File: src/rtl/fifo_fwft_out_pkg.sv
// Shared constants and helpers for the FWFT output stage of the synchronous FIFO.
package fifo_fwft_out_pkg;

  // Default word width of the FIFO data path.
  localparam int FIFO_DATA_WIDTH = 8;

  // Slots still committed after this cycle: buffered + in flight - popped.
  // The caller guarantees pop implies occ != 0, so this never underflows.
  function automatic logic [2:0] slots_after(input logic [1:0] occ,
                                             input logic       inflight,
                                             input logic       pop);
    return {1'b0, occ} + {2'b00, inflight} - {2'b00, pop};
  endfunction

endpackage

File: src/rtl/fifo_fwft_out.sv
// FWFT output stage: issues read requests on a two-slot credit, absorbs the
// memory's one-cycle read latency in a head/skid pair, and presents the head
// word on a valid/ready interface at one word per cycle.
module fifo_fwft_out
  import fifo_fwft_out_pkg::*;
#(
  parameter int DATA_WIDTH = FIFO_DATA_WIDTH
) (
  input  logic                  clk,
  input  logic                  reset,
  input  logic                  rd_empty,
  input  logic [DATA_WIDTH-1:0] rd_data,
  output logic                  rd_ready,
  output logic [DATA_WIDTH-1:0] dout,
  output logic                  dout_valid,
  input  logic                  dout_ready
);

  typedef enum logic [1:0] {
    EMPTY = 2'd0,
    ONE   = 2'd1,
    TWO   = 2'd2
  } occ_e;

  occ_e                  occ, occ_nxt;
  logic                  inflight;
  logic [DATA_WIDTH-1:0] skid;
  logic                  fetch, pop, arrive;
  logic                  ld_head_rd, ld_head_skid, ld_skid;

  // Credit check and slot steering; rd_ready includes this cycle's pop so a
  // drained slot is refilled without a bubble.
  always_comb begin
    occ_nxt      = occ;
    ld_head_rd   = 1'b0;
    ld_head_skid = 1'b0;
    ld_skid      = 1'b0;
    pop          = dout_valid & dout_ready;
    arrive       = inflight;
    rd_ready     = !reset && (slots_after(occ, inflight, pop) < 3'd2);
    fetch        = rd_ready & !rd_empty;
    case (occ)
      EMPTY: begin
        if (arrive) begin
          occ_nxt    = ONE;
          ld_head_rd = 1'b1;
        end
      end
      ONE: begin
        if (arrive && pop) begin
          ld_head_rd = 1'b1;
        end else if (arrive) begin
          occ_nxt = TWO;
          ld_skid = 1'b1;
        end else if (pop) begin
          occ_nxt = EMPTY;
        end
      end
      TWO: begin
        if (pop) begin
          ld_head_skid = 1'b1;
          if (arrive) ld_skid = 1'b1;
          else        occ_nxt = ONE;
        end
      end
      default: occ_nxt = EMPTY;
    endcase
  end

  // Occupancy, in-flight marker and registered valid.
  always_ff @(posedge clk) begin
    if (reset) begin
      occ        <= EMPTY;
      inflight   <= 1'b0;
      dout_valid <= 1'b0;
    end else begin
      occ        <= occ_nxt;
      inflight   <= fetch;
      dout_valid <= (occ_nxt != EMPTY);
    end
  end

  // Head and skid data registers.
  always_ff @(posedge clk) begin
    if (reset) begin
      dout <= '0;
      skid <= '0;
    end else begin
      if (ld_head_rd)        dout <= rd_data;
      else if (ld_head_skid) dout <= skid;
      if (ld_skid)           skid <= rd_data;
    end
  end

  // An arrival into a full buffer with no pop would lose a word.
  a_no_overflow: assert property (@(posedge clk) disable iff (reset)
    !(occ == TWO && inflight && !pop));

  a_credit: assert property (@(posedge clk) disable iff (reset)
    ({1'b0, occ} + {2'b00, inflight}) <= 3'd2);

endmodule

File: config.mk
export PLATFORM = sky130hd
export DESIGN_NAME = fifo_fwft_out
export DESIGN_NICKNAME = d
export VERILOG_FILES = /design/src/rtl/fifo_fwft_out_pkg.sv /design/src/rtl/fifo_fwft_out.sv
export SDC_FILE = /design/constraint.sdc
export NUM_CORES = 1
export LEC_CHECK = 0
export ABC_AREA = 1
export ABC_CLOCK_PERIOD_IN_PS = 3270
export CORE_UTILIZATION = 30
export CTS_CLUSTER_SIZE = 30
export DETAILED_ROUTE_END_ITERATION = 8
export PLACE_DENSITY_LB_ADDON = 0.05
export SETUP_SLACK_MARGIN = 0.02
export SLEW_MARGIN = 20
export SYNTH_ARGS = -nofsm -noshare
export SYNTH_HDL_FRONTEND = slang
export SYNTH_SLANG_ARGS = --single-unit
export TNS_END_PERCENT = 5
File: constraint.sdc
create_clock -name clk -period 3.27 [get_ports clk]
set_input_delay 0.8175 -clock clk [delete_from_list [all_inputs] [get_ports clk]]
set_output_delay 0.8175 -clock clk [all_outputs]
set_load 0.02 [all_outputs]
==> metrics.csv <==
stage;metric;value;unit
yosys;synth.distinct_cells;17;
cts;cts_tree;built;
sta;clock_skew;5.142;ps
grt;grt_max_degree;17;
yosys;synth_cells;177;
sta;worst_slack;99.14;ps
cts;numCtsBuffers;3;
yosys;ys_seq_area_share;35.16;%
layout;seq_area;400.4;sq um
layout;diodes;0;
drt;first_pass_iters;4;
yosys;yosysTopAreaCellShare;35.16;%
grt;grt_pass1_wl;4.864;mm
floorplanning;start_util;31.10;%
drt;via_per_inst;4.383;
grt;grt.overflow.total;0;
placed_design;dp.cells;244;
sta;finalSetupViolCount;0;
floorplanning;die_w;63.61;microns
floorplanning;fp.dieArea;4046;sq um
setup_path;critPathArrivalTime;2350;ps
yosys;synth_nets;195;
setup_path;max_stage_delay;530;ps
floorplanning;num_rows;22;
drt;drc_errors;0;
layout;fin_cells;248;
pwr;leakagePower;0.6917;nW
setup_path;required;2450;ps
placed_design;hpwl;2.000;mm
sta;holdWs;485.9;ps
worst_hold_path;hold_path_class;reg -> reg;
run_status;outcome;finished, final reports clean;
drt;wl_per_cell;11.20;microns
floorplanning;top_level_ports;22;
cts;clkSinkCount;20;
grt;antenna_found_initial;0;
setup_path;crit_fanout;2;
drt;detail-route-antenna-nets;0;
cts;cts_root_buffer;clkbuf_8;
setup_path;r2r_setup_slack;1510;ps
sta;rsz0062_at_grt;false;
setup_path;cp-start-kind;input port;
placed_design;place_congestion;0.7748;
drt;num_vias;1087;
placed_design;pre_cts_ws;-732.8;ps
setup_path;crit_chain;clkdlybuf4s15_2 -> nand2_2 -> ha_4 -> or2_4 -> fa_2 -> nand3_2 -> inv_2 -> buf_6;
sta;worst_pin_slew;490.1;ps
layout;drive_above_1_share;10.50;%
drt;drt_wl_total;2.778;mm
flow_run;maxCapViolCount;0;
yosys;yosys_warnings;0;
layout;area_delta_synth_final;29.23;%
sta;relSlewSlack;67.33;%
yosys;async_flop_share;0;%
sta;period_share;96.97;%
sta;period_needed;3171;ps
cts;postCtsHoldBufs;0;
cts;clock_latency;260;ps
cts;htreeDepth;1;
layout;fillers;394;
drt;dr.first_iter.drc_count;72;
cts;cts.clk_slew.worst_paths;70;ps
grt;grt_pass1_vias;1054;
layout;final_nets;220;
yosys;syn_area_per_cell;6.433;sq um
yosys;synth_edf_count;0;
yosys;ys_ff_latch;20;
yosys;synth_ff_type;dfxtp_1;
sta;fmax;315.4;MHz
grt;grt_util_all_layers;15.44;%
yosys;yosysTopAreaCell;dfxtp_1;
cts;clock_path_buffers;2;
sta;maxSlewViolCount;0;
pwr;power_density;438.5;nW/um^2
setup_path;cp_slowest_cell;fa_2;
setup_path;cp-end-kind;output port;
yosys;synth_area_leaders;dfxtp_1 35%, nand2_1 14%, nor2_1 12%;
placed_design;io_buffers;21;
sta;hold_viol;0;
layout;multi_input_area;625.6;sq um
floorplanning;die_h;63.61;microns
pwr;vdd_drop_max;156.2;uV
yosys;synth_area;1139;sq um
floorplanning;core_area;3661;sq um
setup_path;critPathKind;in -> out;
[registers in the layout (all words and copies together) (netlist names)]
name and count:
dout_valid 1, arrive 1, skid 8, occ 2, dout 8
[logic make-up after synthesis]
| kind of cell | synth area share, % |
|---|---|
| DFF | 35.16 |
| adders and majority gates | 7.253 |
| buffers and inverters | 12.09 |
| AOI/OAI and AO/OA | 3.517 |
| and+or+nand+nor | 41.98 |
[power by group]
group	total, mW	switching, mW	internal, mW
Combinational	0.203	0.115	0.0879
Clock	0.166	0.0836	0.0822
Sequential	0.277	0.0136	0.263
Total	0.645	0.212	0.433
[layout by cell type, fill, tap and decap left out, types with 3 or more instances in the layout]
master	n
clkdlybuf4s50_1	19
nand3_1	23
inv_1	25
ha_1	4
clkbuf_8	3
a21oi_1	8
dfxtp_1	20
buf_4	4
nand2_2	3
nand2_1	42
nor2_1	37
[cells in the mapped netlist, types with 2 or more instances]
master	instances
dfxtp_1	20
nand3_1	24
buf_2	2
buf_6	2
a21oi_1	8
nand2_4	2
nand2_2	2
nand2_1	43
ha_1	5
inv_1	26
nor2_1	37
[worst paths after layout]
kind	from	to	cells after the start
setup / recovery	dout_ready	rd_ready	8
hold / removal	skid[5]	skid[5]	2
setup reg to reg	dout_valid	arrive	6
hold reg to reg	skid[5]	skid[5]	2
[critical path, delay by kind of cell]
family | cells | cell delay (ps)
AND/OR/NAND/NOR | 3 | 400
buffers and inverters | 3 | 360
adder cells (fa/ha/maj) | 2 | 770
[metal layers]
| metal | vias up | track usage (%) | share of wire [%] |
|---|---|---|---|
| met3 | 2 | 3.804 | 4.4 |
| met5 | - | 0 | 0 |
| met2 | 23 | 22.61 | 42 |
| li1 | 588 | - | - |
| met1 | 474 | 22.32 | 53 |
| met4 | 0 | 3.693 | 0.43 |
[final cells by class]
class	count	area share [%]
Clock buffer	3	2.806
Timing Repair Buffer	25	16.50
Sequential cell	20	27.21
Tap cell	48	4.082
Inverter	27	6.888
Multi-Input combinational cell	125	42.52
[metrics by stage]
stage | utilization (%) | power [mW] | setup TNS, ps | instance area, sq um
2_1_floorplan | - | 0.4008 | 0 | 1139
3_3_place_gp | 38.11 | 0.4744 | -677.4 | 1395
3_5_place_dp | 38.11 | 0.4749 | -732.8 | 1395
4_1_cts | 39.64 | 0.6445 | 0 | 1451
5_1_grt | 40.19 | 0.6859 | 0 | 1471
6_report | 40.19 | 0.6452 | 0 | 1471
[what timing repair did]
| action | in CTS | in global routing |
|---|---|---|
| setup endpoints to repair | 1 | 1 |
| setup buffers | 1 | 0 |
| resized for setup | 11 | 4 |
| pin swaps | 1 | 0 |
Note: power is estimated with default switching activity, not from simulation.
